**config.mk**
```make
export PLATFORM = sky130hd
export DESIGN_NAME = memory_stage
export DESIGN_NICKNAME = d
export VERILOG_FILES = /design/src/rtl/memory_stage_pkg.sv /design/src/rtl/memory_stage_stack_pointer.sv /design/src/rtl/memory_stage.sv
export SDC_FILE = /design/constraint.sdc
export NUM_CORES = 1
export LEC_CHECK = 0
export CORE_AREA = 2 2 164 166
export CTS_CLUSTER_SIZE = 16
export DETAILED_ROUTE_END_ITERATION = 12
export DIE_AREA = 0 0 166 168
export GPL_TIMING_DRIVEN = 0
export PLACE_DENSITY = 0.54
export SETUP_SLACK_MARGIN = 0.15
export SYNTH_ARGS = -nofsm -noshare
export SYNTH_HDL_FRONTEND = slang
export SYNTH_SLANG_ARGS = --single-unit
```
**constraint.sdc**
```tcl
create_clock -name clk -period 6.1 [get_ports clk]
set_clock_uncertainty 0.05 [all_clocks]
set_input_delay 1.22 -clock clk [delete_from_list [all_inputs] [get_ports clk]]
set_output_delay 1.22 -clock clk [all_outputs]
set_load 0.02 [all_outputs]
```
**src/rtl/memory_stage_pkg.sv**
```systemverilog
// Shared encodings for the memory stage: FSM states, address/write-source selects,
// interrupt vector address and the per-operation word count.
package memory_stage_pkg;

    typedef enum logic [1:0] {
        ST_IDLE  = 2'd0,
        ST_WORD2 = 2'd1,
        ST_WORD3 = 2'd2
    } state_t;

    localparam logic [1:0] ASEL_ALU    = 2'b00;
    localparam logic [1:0] ASEL_SP     = 2'b01;
    localparam logic [1:0] ASEL_SP_INC = 2'b10;
    localparam logic [1:0] ASEL_VECTOR = 2'b11;

    localparam logic [1:0] WSRC_RD2       = 2'b00;
    localparam logic [1:0] WSRC_PC_NEXT   = 2'b01;
    localparam logic [1:0] WSRC_INTERRUPT = 2'b10;
    localparam logic [1:0] WSRC_RD1       = 2'b11;

    localparam int VECTOR_ADDR = 0;

    localparam logic [1:0] WORDS_1 = 2'd1;
    localparam logic [1:0] WORDS_2 = 2'd2;
    localparam logic [1:0] WORDS_3 = 2'd3;

    // Number of memory words moved by the operation currently held on the EX/MEM inputs.
    function automatic logic [1:0] op_words(
        input logic       push,
        input logic       pop,
        input logic [1:0] wsrc,
        input logic       choose_int,
        input logic       choose_mem
    );
        logic [1:0] n;
        n = WORDS_1;
        if (push) begin
            if (wsrc == WSRC_PC_NEXT)
                n = WORDS_2;
            else if (wsrc == WSRC_INTERRUPT)
                n = WORDS_3;
        end else if (pop) begin
            if (choose_int)
                n = WORDS_3;
            else if (choose_mem)
                n = WORDS_2;
        end
        return n;
    endfunction

endpackage

```
**src/rtl/memory_stage_stack_pointer.sv**
```systemverilog
// Stack pointer register: reloadable, steps by one word per cycle in either
// direction and wraps naturally modulo 2^ADDR_W.
module stack_pointer #(
    parameter int                ADDR_W   = 12,
    parameter logic [ADDR_W-1:0] SP_RESET = {ADDR_W{1'b1}}
) (
    input  logic              clk,
    input  logic              reset,
    input  logic              i_load,
    input  logic [ADDR_W-1:0] i_load_val,
    input  logic              i_inc,
    input  logic              i_dec,
    output logic [ADDR_W-1:0] o_sp,
    output logic [ADDR_W-1:0] o_sp_up
);

    logic [ADDR_W-1:0] r_sp;

    always_ff @(posedge clk or posedge reset) begin
        if (reset)
            r_sp <= SP_RESET;
        else if (i_load)
            r_sp <= i_load_val;
        else if (i_inc && !i_dec)
            r_sp <= r_sp + 1'b1;
        else if (i_dec && !i_inc)
            r_sp <= r_sp - 1'b1;
    end

    assign o_sp    = r_sp;
    assign o_sp_up = r_sp + 1'b1;

endmodule

```
**src/rtl/memory_stage.sv**
```systemverilog
// MEM pipeline stage: data-memory access, multi-word stack push/pop sequencing
// with upstream stall, PC/flag restore on pop, and the MEM/WB register.
module memory_stage
    import memory_stage_pkg::*;
#(
    parameter int                ADDR_W   = 12,
    parameter logic [ADDR_W-1:0] SP_RESET = {ADDR_W{1'b1}}
) (
    input  logic              clk,
    input  logic              reset,
    input  logic [15:0]       alu_result,
    input  logic [15:0]       read_data1,
    input  logic [15:0]       read_data2,
    input  logic [15:0]       ldm_value,
    input  logic [31:0]       pc,
    input  logic [31:0]       pc_plus_one,
    input  logic [2:0]        flag_register,
    input  logic              mem_read,
    input  logic              mem_write,
    input  logic              mem_push,
    input  logic              mem_pop,
    input  logic              reg_write,
    input  logic              pc_choose_interrupt,
    input  logic              pc_choose_memory,
    input  logic [1:0]        memory_address_select,
    input  logic [1:0]        memory_write_src_select,
    input  logic [1:0]        wb_sel,
    input  logic [2:0]        reg_write_address,
    output logic [ADDR_W-1:0] dm_addr,
    output logic [15:0]       dm_wdata,
    output logic              dm_we,
    output logic              dm_re,
    input  logic [15:0]       dm_rdata,
    output logic              stall,
    output logic [31:0]       pc_from_memory,
    output logic              pc_from_memory_valid,
    output logic [2:0]        conditions_from_memory_pop,
    output logic              wb_reg_write,
    output logic [2:0]        wb_reg_write_address,
    output logic [1:0]        wb_sel_out,
    output logic [15:0]       wb_alu_result,
    output logic [15:0]       wb_mem_data,
    output logic [15:0]       wb_ldm_value,
    output logic [ADDR_W-1:0] sp_out
);

    state_t            r_state;
    state_t            w_next_state;
    logic [15:0]       r_pop_lo;
    logic [2:0]        r_pop_flags;

    logic              w_push;
    logic              w_pop;
    logic              w_stack;
    logic [1:0]        w_words;
    logic              w_sp_inc;
    logic              w_sp_dec;
    logic              w_low_word;
    logic              w_flags_word;
    logic              w_pc_pop_done;
    logic [ADDR_W-1:0] w_sp;
    logic [ADDR_W-1:0] w_sp_up;

    // Push and pop together cancel out: no access and no SP movement.
    assign w_push  = mem_push & ~mem_pop;
    assign w_pop   = mem_pop & ~mem_push;
    assign w_stack = mem_push | mem_pop;
    assign w_words = op_words(w_push, w_pop, memory_write_src_select,
                              pc_choose_interrupt, pc_choose_memory);

    stack_pointer #(
        .ADDR_W   (ADDR_W),
        .SP_RESET (SP_RESET)
    ) u_stack_pointer (
        .clk        (clk),
        .reset      (reset),
        .i_load     (1'b0),
        .i_load_val (SP_RESET),
        .i_inc      (w_sp_inc),
        .i_dec      (w_sp_dec),
        .o_sp       (w_sp),
        .o_sp_up    (w_sp_up)
    );

    assign sp_out = w_sp;

    always_ff @(posedge clk or posedge reset) begin
        if (reset)
            r_state <= ST_IDLE;
        else
            r_state <= w_next_state;
    end

    always_comb begin
        w_next_state = r_state;
        case (r_state)
            ST_IDLE:  if (w_words != WORDS_1) w_next_state = ST_WORD2;
            ST_WORD2: w_next_state = (w_words == WORDS_3) ? ST_WORD3 : ST_IDLE;
            default:  w_next_state = ST_IDLE;
        endcase
    end

    // SP moves one word per cycle, so SP / SP+1 always address the current word.
    always_comb begin
        case (memory_address_select)
            ASEL_ALU:    dm_addr = alu_result[ADDR_W-1:0];
            ASEL_SP:     dm_addr = w_sp;
            ASEL_SP_INC: dm_addr = w_sp_up;
            default:     dm_addr = ADDR_W'(VECTOR_ADDR);
        endcase
    end

    always_comb begin
        case (memory_write_src_select)
            WSRC_RD2:       dm_wdata = read_data2;
            WSRC_PC_NEXT:   dm_wdata = (r_state == ST_IDLE) ? pc_plus_one[31:16] : pc_plus_one[15:0];
            WSRC_INTERRUPT: begin
                case (r_state)
                    ST_IDLE:  dm_wdata = pc[31:16];
                    ST_WORD2: dm_wdata = pc[15:0];
                    default:  dm_wdata = {13'b0, flag_register};
                endcase
            end
            default:        dm_wdata = read_data1;
        endcase
    end

    always_comb begin
        stall        = 1'b0;
        dm_we        = 1'b0;
        dm_re        = 1'b0;
        w_sp_inc     = 1'b0;
        w_sp_dec     = 1'b0;
        w_low_word   = 1'b0;
        w_flags_word = 1'b0;
        case (r_state)
            ST_IDLE: begin
                stall        = (w_words != WORDS_1);
                w_low_word   = (w_words == WORDS_2);
                w_flags_word = (w_words == WORDS_3);
            end
            ST_WORD2: begin
                stall      = (w_words == WORDS_3);
                w_low_word = (w_words == WORDS_3);
            end
            default: ;
        endcase
        if (w_push) begin
            dm_we    = 1'b1;
            w_sp_dec = 1'b1;
        end else if (w_pop) begin
            dm_re    = 1'b1;
            w_sp_inc = 1'b1;
        end else if (!w_stack) begin
            dm_we = mem_write;
            dm_re = mem_read & ~mem_write;
        end
    end

    assign w_pc_pop_done = w_pop & ~stall & (w_words != WORDS_1);

    always_ff @(posedge clk) begin
        if (w_pop && w_flags_word)
            r_pop_flags <= dm_rdata[2:0];
        if (w_pop && w_low_word)
            r_pop_lo <= dm_rdata;
    end

    // MEM/WB boundary: real operation only on the final word, bubble while stalling.
    always_ff @(posedge clk or posedge reset) begin
        if (reset) begin
            wb_reg_write               <= 1'b0;
            wb_reg_write_address       <= 3'b0;
            wb_sel_out                 <= 2'b0;
            wb_alu_result              <= 16'b0;
            wb_mem_data                <= 16'b0;
            wb_ldm_value               <= 16'b0;
            pc_from_memory             <= 32'b0;
            pc_from_memory_valid       <= 1'b0;
            conditions_from_memory_pop <= 3'b0;
        end else begin
            if (stall) begin
                wb_reg_write <= 1'b0;
            end else begin
                wb_reg_write         <= reg_write;
                wb_reg_write_address <= reg_write_address;
                wb_sel_out           <= wb_sel;
                wb_alu_result        <= alu_result;
                wb_mem_data          <= dm_rdata;
                wb_ldm_value         <= ldm_value;
            end
            pc_from_memory_valid <= w_pc_pop_done;
            if (w_pc_pop_done) begin
                pc_from_memory <= {dm_rdata, r_pop_lo};
                if (w_words == WORDS_3)
                    conditions_from_memory_pop <= r_pop_flags;
            end
        end
    end

endmodule

```
==> flow_metrics.py, run 1 <==
metrics = {
    "run_status": {
        "status": "completed",
    },
    "final_layout": {
        "fin_nets": 1022,
        "regArea_um2": 3190,
        "layout-drive-gt1-share_pct": 19.7,
        "final_cell_mix": "295 x clkdlybuf4s50_1, 103 x mux2_2, 92 x dfrtp_1",
        "diodes": 0,
        "multi_input_area_um2": 2740,
        "mostFrequentLayoutCell": "clkdlybuf4s50_1",
        "area_growth_syn_to_layout_pct": 65.0,
        "final_cell_area_um2": 10200,
        "nFillCells": 2599,
    },
    "global_route": {
        "grt_pass1_vias": 5550,
        "grt_max_degree": 55,
        "grt_pass1_wl_mm": 32.9,
        "antenna_found_initial": 0,
        "grt.total_usage_pct": 15.2,
        "grt_remaining_overflow": 0,
    },
    "logic_synthesis": {
        "synth_edf_count": 19,
        "ys_ff_latch": 123,
        "synthFlopType": "dfrtp_1",
        "synth_compound_area_share_pct": 10.6,
        "synth_xor_area_share_pct": 1.69,
        "synth-seq-area-share_pct": 51.3,
        "synth_fp_nets": 705,
        "synth_top_family_by_area": "multiplexers",
        "synth-adder-area-share_pct": 2.22,
        "yosysWarnings": 0,
        "synth_area_per_cell_um2": 11.7,
        "synthMuxAreaShare_pct": 21.9,
        "yosys.cell_types.count": 52,
        "syn_inst": 529,
        "yosys.area_share.simple_pct": 7.59,
        "syn_area_um2": 6210,
        "postSynth.asyncResetShare_pct": 84.6,
    },
    "worst_setup_path": {
        "slowest_delay_ns": 0.72,
        "slowest_stage": "a211oi_4",
        "startpoint": "mem_pop",
        "timing.rr.start": "r_state[0]",
        "cp-start-kind": "primary input",
        "critPathBufInv": 4,
        "cp-end-kind": "output pin",
        "cp_cell_sequence": "clkdlybuf4s50_1, inv_1, ha_1, nand4bb_1, and2_1, a211oi_4, buf_6, clkdlybuf4s50_1",
        "cp.required_ns": 4.83,
        "cp_max_fo": 10,
        "rrSetupSlack_ns": 3.48,
        "critPathTopFamily": "buffers and inverters",
        "cpMostUsedCell": "clkdlybuf4s50_1",
        "cp.arrival_ns": 4.20,
        "path_class": "primary input to output pin",
    },
    "power": {
        "internal-power_mw": 2.14,
        "power_switching_mw": 1.12,
        "vdd_drop_max_v": 0.000168,
        "powerDensity_nw_per_um2": 319,
        "pwr-share-clk_pct": 31.9,
        "power_leakage_nw": 4.07,
        "p_sw_share_pct": 34.4,
        "p_seq_share_pct": 32.7,
        "combinationalPowerShare_pct": 35.5,
    },
    "detailed_routing": {
        "totalWireLength_mm": 21.4,
        "antenna_left": 0,
        "vias_per_cell": 4.57,
        "firstDrtPassIters": 4,
        "wl_per_cell_um": 17.9,
        "drtIter0Drc": 198,
        "routed-via-count": 5479,
        "drc": 0,
    },
    "worst_hold_path": {
        "holdCritPathClass": "flip-flop to flip-flop",
        "min_from": "r_pop_lo[1]",
    },
    "floorplan": {
        "rows": 60,
        "start_util_pct": 23.6,
        "die_h_um": 168,
        "die-area_um2": 27900,
        "io_pins": 298,
        "coreArea_um2": 26400,
        "die-width_um": 166,
    },
    "placement": {
        "dp_hpwl_mm": 16.6,
        "gp_congestion": 0.873,
        "dpl_cell_area_um2": 9650,
        "io_buffer_count": 295,
    },
    "run": {
        "cap_violations": 0,
    },
    "timing": {
        "period_share_pct": 89.7,
        "worst_slew_pin_slew_ns": 0.863,
        "drv_slew": 0,
        "rsz0062_at_grt": "no",
        "max_freq_mhz": 183,
        "setup_viol": 0,
        "min_period_ns": 5.47,
        "hold_viol": 0,
        "fin_tns_setup_ns": 0,
        "slew_headroom_pct": 42.2,
    },
    "clocking": {
        "clk_root_buffer_cell": "clkbuf_16",
        "cts_tree": "yes",
        "clk_pin_slew_ns": 0.07,
        "postCtsSetupBuffers": 0,
        "h-tree-depth": 4,
        "cts-buffers-inserted": 17,
        "clockBufferDepth": 2,
        "cts_resized": 0,
        "clock_latency_ns": 0.42,
        "cts.sinks": 123,
        "cts_hold_buf": 0,
    },
}
## stage by stage
stage | instances | util (%) | power [mW] | hold slack, ns | setup WS, ns
floorplan | 529 | - | 1.67 | 0.404 | 2.10
global placement | 1165 | 36.4 | 2.24 | 0.406 | -0.0846
finish | 1200 | 38.9 | 3.27 | 0.422 | 0.627
CTS | 1200 | 38.9 | 3.32 | 0.425 | 0.579
detailed placement | 1168 | 36.6 | 2.25 | 0.413 | 0.573
global route | 1200 | 38.9 | 3.43 | 0.437 | 0.480
## synth_stat cells, drive strengths merged, types with 2 or more instances
master	count	area, um^2
a21oi	21	105
dfrtp	92	2300
and4	4	35.0
a32oi	2	17.5
xor2	4	35.0
nand2b	4	25.0
o211ai	5	37.5
buf	15	106
o2bb2ai	5	43.8
edfxtp	19	571
ha	11	138
nor2b	8	50.1
clkbuf	20	75.1
inv	27	101
o32ai	2	17.5
nor2	16	60.1
o21ai	35	179
nor3	8	40.0
nor4b	2	17.5
xnor2	8	70.1
clkinv	2	7.51
nand4	2	12.5
mux2	105	1180
nand2	31	116
a221oi	3	26.3
a211oi	14	118
mux2i	18	180
a21boi	2	15.0
nor4	7	43.8
a22oi	3	22.5
nand3	7	35.0
dfstp	12	315
a31oi	3	18.8
## state kept, by name, indices dropped and copies added, names as in the netlist, 12 cells and up
signal,flops
u_stack_pointer.o_sp,12
pc_from_memory,32
wb_mem_data,16
wb_ldm_value,16
r_pop_lo,16
wb_alu_result,16
## routing by layer
layer / part of all wire [%] / wire [um] / GRT usage (%) / up-vias
met3: 8.1 / 1730 / 4.89 / 19
li1: - / - / - / 2549
met4: 2.1 / 450 / 5.71 / 0
met1: 42 / 8910 / 18.3 / 2647
met5: 0 / 0 / 0 / -
met2: 48 / 10300 / 25.4 / 264
## cells by family after synthesis
logic type | Yosys count
and+or+nand+nor | 94
muxes | 123
adders and majority gates | 11
buffers and inverters | 64
xor gates and xnor gates | 12
AOI/OAI and AO/OA | 102
DFF | 123
## worst register-to-register path, stage by stage (launching register included)
cell and delay [ns]:
dfrtp_1 0.38, buf_2 0.33, buf_2 0.36, nor2_1 0.10
nor4_2 0.63, buf_4 0.29, buf_4 0.19
## layout make-up
type / instances / area share, %
Clock inverter: 15 / 1.72
Buffer: 35 / 1.77
Clock buffer: 17 / 4.15
Inverter: 29 / 1.11
Sequential cell: 123 / 31.1
Tap cell: 341 / 4.16
Multi-Input combinational cell: 342 / 26.7
Timing Repair Buffer: 298 / 29.2
## power by group through the flow
stage	sequential (mW)	clock [mW]	combinational, mW
after floorplan	1.22	0	0.453
after global routing	1.09	1.10	1.24
final	1.07	1.04	1.16
after detailed placement	1.08	0	1.17
after global placement	1.08	0	1.16
after CTS	1.07	1.08	1.17
## final timing paths
kind	cells past startpoint	end
max in group asynchronous	3	u_stack_pointer.o_sp[2]
min in group asynchronous	2	wb_ldm_value[2]
min reg2reg	1	pc_from_memory[1]
max reg2reg	6	r_pop_lo[10]
min	1	pc_from_memory[1]
max	8	stall
Power figures use the tool's default switching activity.
==> inputs of run 2 (changes only) <==
Settings changed: CORE_AREA 2 2 164 166 to 5 5 167 169, DIE_AREA 0 0 166 168 to 0 0 172 174, GPL_TIMING_DRIVEN 0 to not set.
==> run 2 against run 1 <==
  * Register-to-register slack improved by 0.13 ns
  * Combinational power decreased by 8%
  * Core utilization decreased by 0.72 points
  * Setup slack gained 0.58 ns
  * Via count down 4.3%
  * Critical path depth fell by 2
  * Sequential power up 7%
  * Fmax increased by 12%
  * Die area is 7.3% higher
  * Clock power is essentially flat
==> flow_metrics.py, run 2 (synthesized netlist as in run 1, its figures left out) <==
metrics = {
    "timing": {
        "period_share_pct": 80.2,
        "rsz0062_at_grt": "no",
        "fin_tns_setup_ns": 0,
        "drv_slew": 0,
        "setup_viol": 0,
        "slew_headroom_pct": 43.4,
        "min_period_ns": 4.89,
        "max_freq_mhz": 204,
        "worst_slew_pin_slew_ns": 0.838,
        "hold_viol": 0,
    },
    "power": {
        "p_sw_share_pct": 34.4,
        "powerDensity_nw_per_um2": 321,
        "combinationalPowerShare_pct": 32.9,
        "power_leakage_nw": 3.99,
        "pwr-share-clk_pct": 31.7,
        "internal-power_mw": 2.12,
        "vdd_drop_max_v": 0.000231,
        "power_switching_mw": 1.11,
        "p_seq_share_pct": 35.3,
    },
    "final_layout": {
        "largest_register_ffs": 32,
        "diodes": 0,
        "layout-drive-gt1-share_pct": 19.4,
        "fin_cells": 1172,
        "area_growth_syn_to_layout_pct": 62.4,
        "final_cell_mix": "297 x clkdlybuf4s50_1, 103 x mux2_2, 92 x dfrtp_1",
        "nFillCells": 2605,
        "fin_nets": 994,
        "regMostFlops": "pc_from_memory",
        "mostFrequentLayoutCell": "clkdlybuf4s50_1",
    },
    "placement": {
        "gp_congestion": 0.804,
        "dp_hpwl_mm": 16.9,
        "io_buffer_count": 297,
        "dpl.cell_count": 1140,
    },
    "worst_setup_path": {
        "slowest_stage": "clkdlybuf4s50_1",
        "cp_max_fo": 17,
        "timing.rr.end": "wb_ldm_value[13]",
        "cp.arrival_ns": 3.62,
        "rrSetupSlack_ns": 3.61,
        "timing.rr.start": "r_state[0]",
        "cp-start-kind": "primary input",
        "r2r_cells": 5,
        "cp_cell_sequence": "clkdlybuf4s50_1, clkinv_1, nor4_1, a21oi_1, o2bb2ai_1, clkdlybuf4s50_1",
        "cpMostUsedCell": "clkdlybuf4s50_1",
        "cp.required_ns": 4.83,
        "critPathBufInv": 3,
        "critPathTopFamily": "buffers and inverters",
        "path_class": "primary input to output pin",
        "cp-end-kind": "output pin",
        "slowest_delay_ns": 0.66,
    },
    "detailed_routing": {
        "antenna_left": 0,
        "drtIter0Drc": 151,
        "totalWireLength_mm": 22.2,
        "vias_per_cell": 4.48,
        "drc": 0,
        "routed-via-count": 5245,
        "wl_per_cell_um": 19.0,
        "firstDrtPassIters": 4,
    },
    "global_route": {
        "grt_max_degree": 63,
        "antenna_found_initial": 0,
        "grt_remaining_overflow": 0,
        "grt.total_usage_pct": 14.5,
        "grt_pass1_wl_mm": 33.3,
        "grt_pass1_vias": 5638,
    },
    "run_status": {
        "status": "completed",
    },
    "run": {
        "cap_violations": 0,
    },
    "clocking": {
        "clock_latency_ns": 0.41,
        "cts-buffers-inserted": 17,
        "clockBufferDepth": 2,
        "cts_hold_buf": 0,
        "clk_root_buffer_cell": "clkbuf_16",
        "postCtsSetupBuffers": 0,
        "cts.sinks": 123,
        "h-tree-depth": 4,
        "cts_tree": "yes",
        "cts_resized": 0,
        "clk_pin_slew_ns": 0.06,
    },
    "floorplan": {
        "die-width_um": 172,
        "coreArea_um2": 26400,
        "die_h_um": 174,
        "die-area_um2": 29900,
        "start_util_pct": 23.5,
        "io_pins": 298,
        "rows": 60,
    },
    "worst_hold_path": {
        "whs_endpoint": "pc_from_memory[12]",
        "holdCritPathClass": "flip-flop to flip-flop",
        "min_from": "r_pop_lo[12]",
        "holdPathStages": 1,
    },
}
[run 2: per-layer routing]
metal	vias to the layer above	GRT usage [%]	part of all wire, %
li1	2492	-	-
met1	2512	16.1	39
met2	214	25.9	50
met3	27	4.84	9.3
met4	0	4.78	2.0
met5	-	0	0
[run 2: area by class of cell]
| class | count | area [um^2] | share of cell area (%) |
|---|---|---|---|
| inverter | 29 | 111 | 1.10 |
| tap | 341 | 427 | 4.23 |
| clock buffer | 17 | 425 | 4.22 |
| multi-input combinational | 342 | 2740 | 27.2 |
| timing repair buffer | 305 | 3030 | 30.1 |
| clock inverter | 15 | 163 | 1.61 |
| sequential | 123 | 3190 | 31.6 |
[run 2: how the worst max path moves through the flow]
stage,from,end,cells after the start
after global routing,memory_address_select[1],dm_addr[6],6
final,memory_address_select[1],dm_addr[7],6
after CTS,mem_push,stall,7
after floorplan,memory_write_src_select[1],r_pop_lo[0],6
after detailed placement,mem_push,stall,7
after global placement,mem_pop,stall,7
[run 2: through the flow]
stage | hold slack (ns) | worst slack, ns | power [mW] | util, % | cell area [um^2]
after global routing | 0.436 | 0.999 | 3.41 | 38.2 | 10100
after floorplan | 0.404 | 2.10 | 1.67 | - | 6210
after CTS | 0.422 | 1.17 | 3.30 | 38.2 | 10100
after global placement | 0.406 | 1.23 | 2.24 | 35.9 | 9500
after detailed placement | 0.412 | 1.18 | 2.24 | 35.9 | 9500
final | 0.420 | 1.21 | 3.24 | 38.2 | 10100
[run 2: power by group through the flow]
| stage | sequential, mW | combinational (mW) | clock [mW] |
|---|---|---|---|
| final | 1.14 | 1.07 | 1.03 |
| after global routing | 1.17 | 1.14 | 1.11 |
| after CTS | 1.15 | 1.09 | 1.07 |
| after detailed placement | 1.16 | 1.08 | 0 |
| after global placement | 1.16 | 1.08 | 0 |
| after floorplan | 1.22 | 0.453 | 0 |
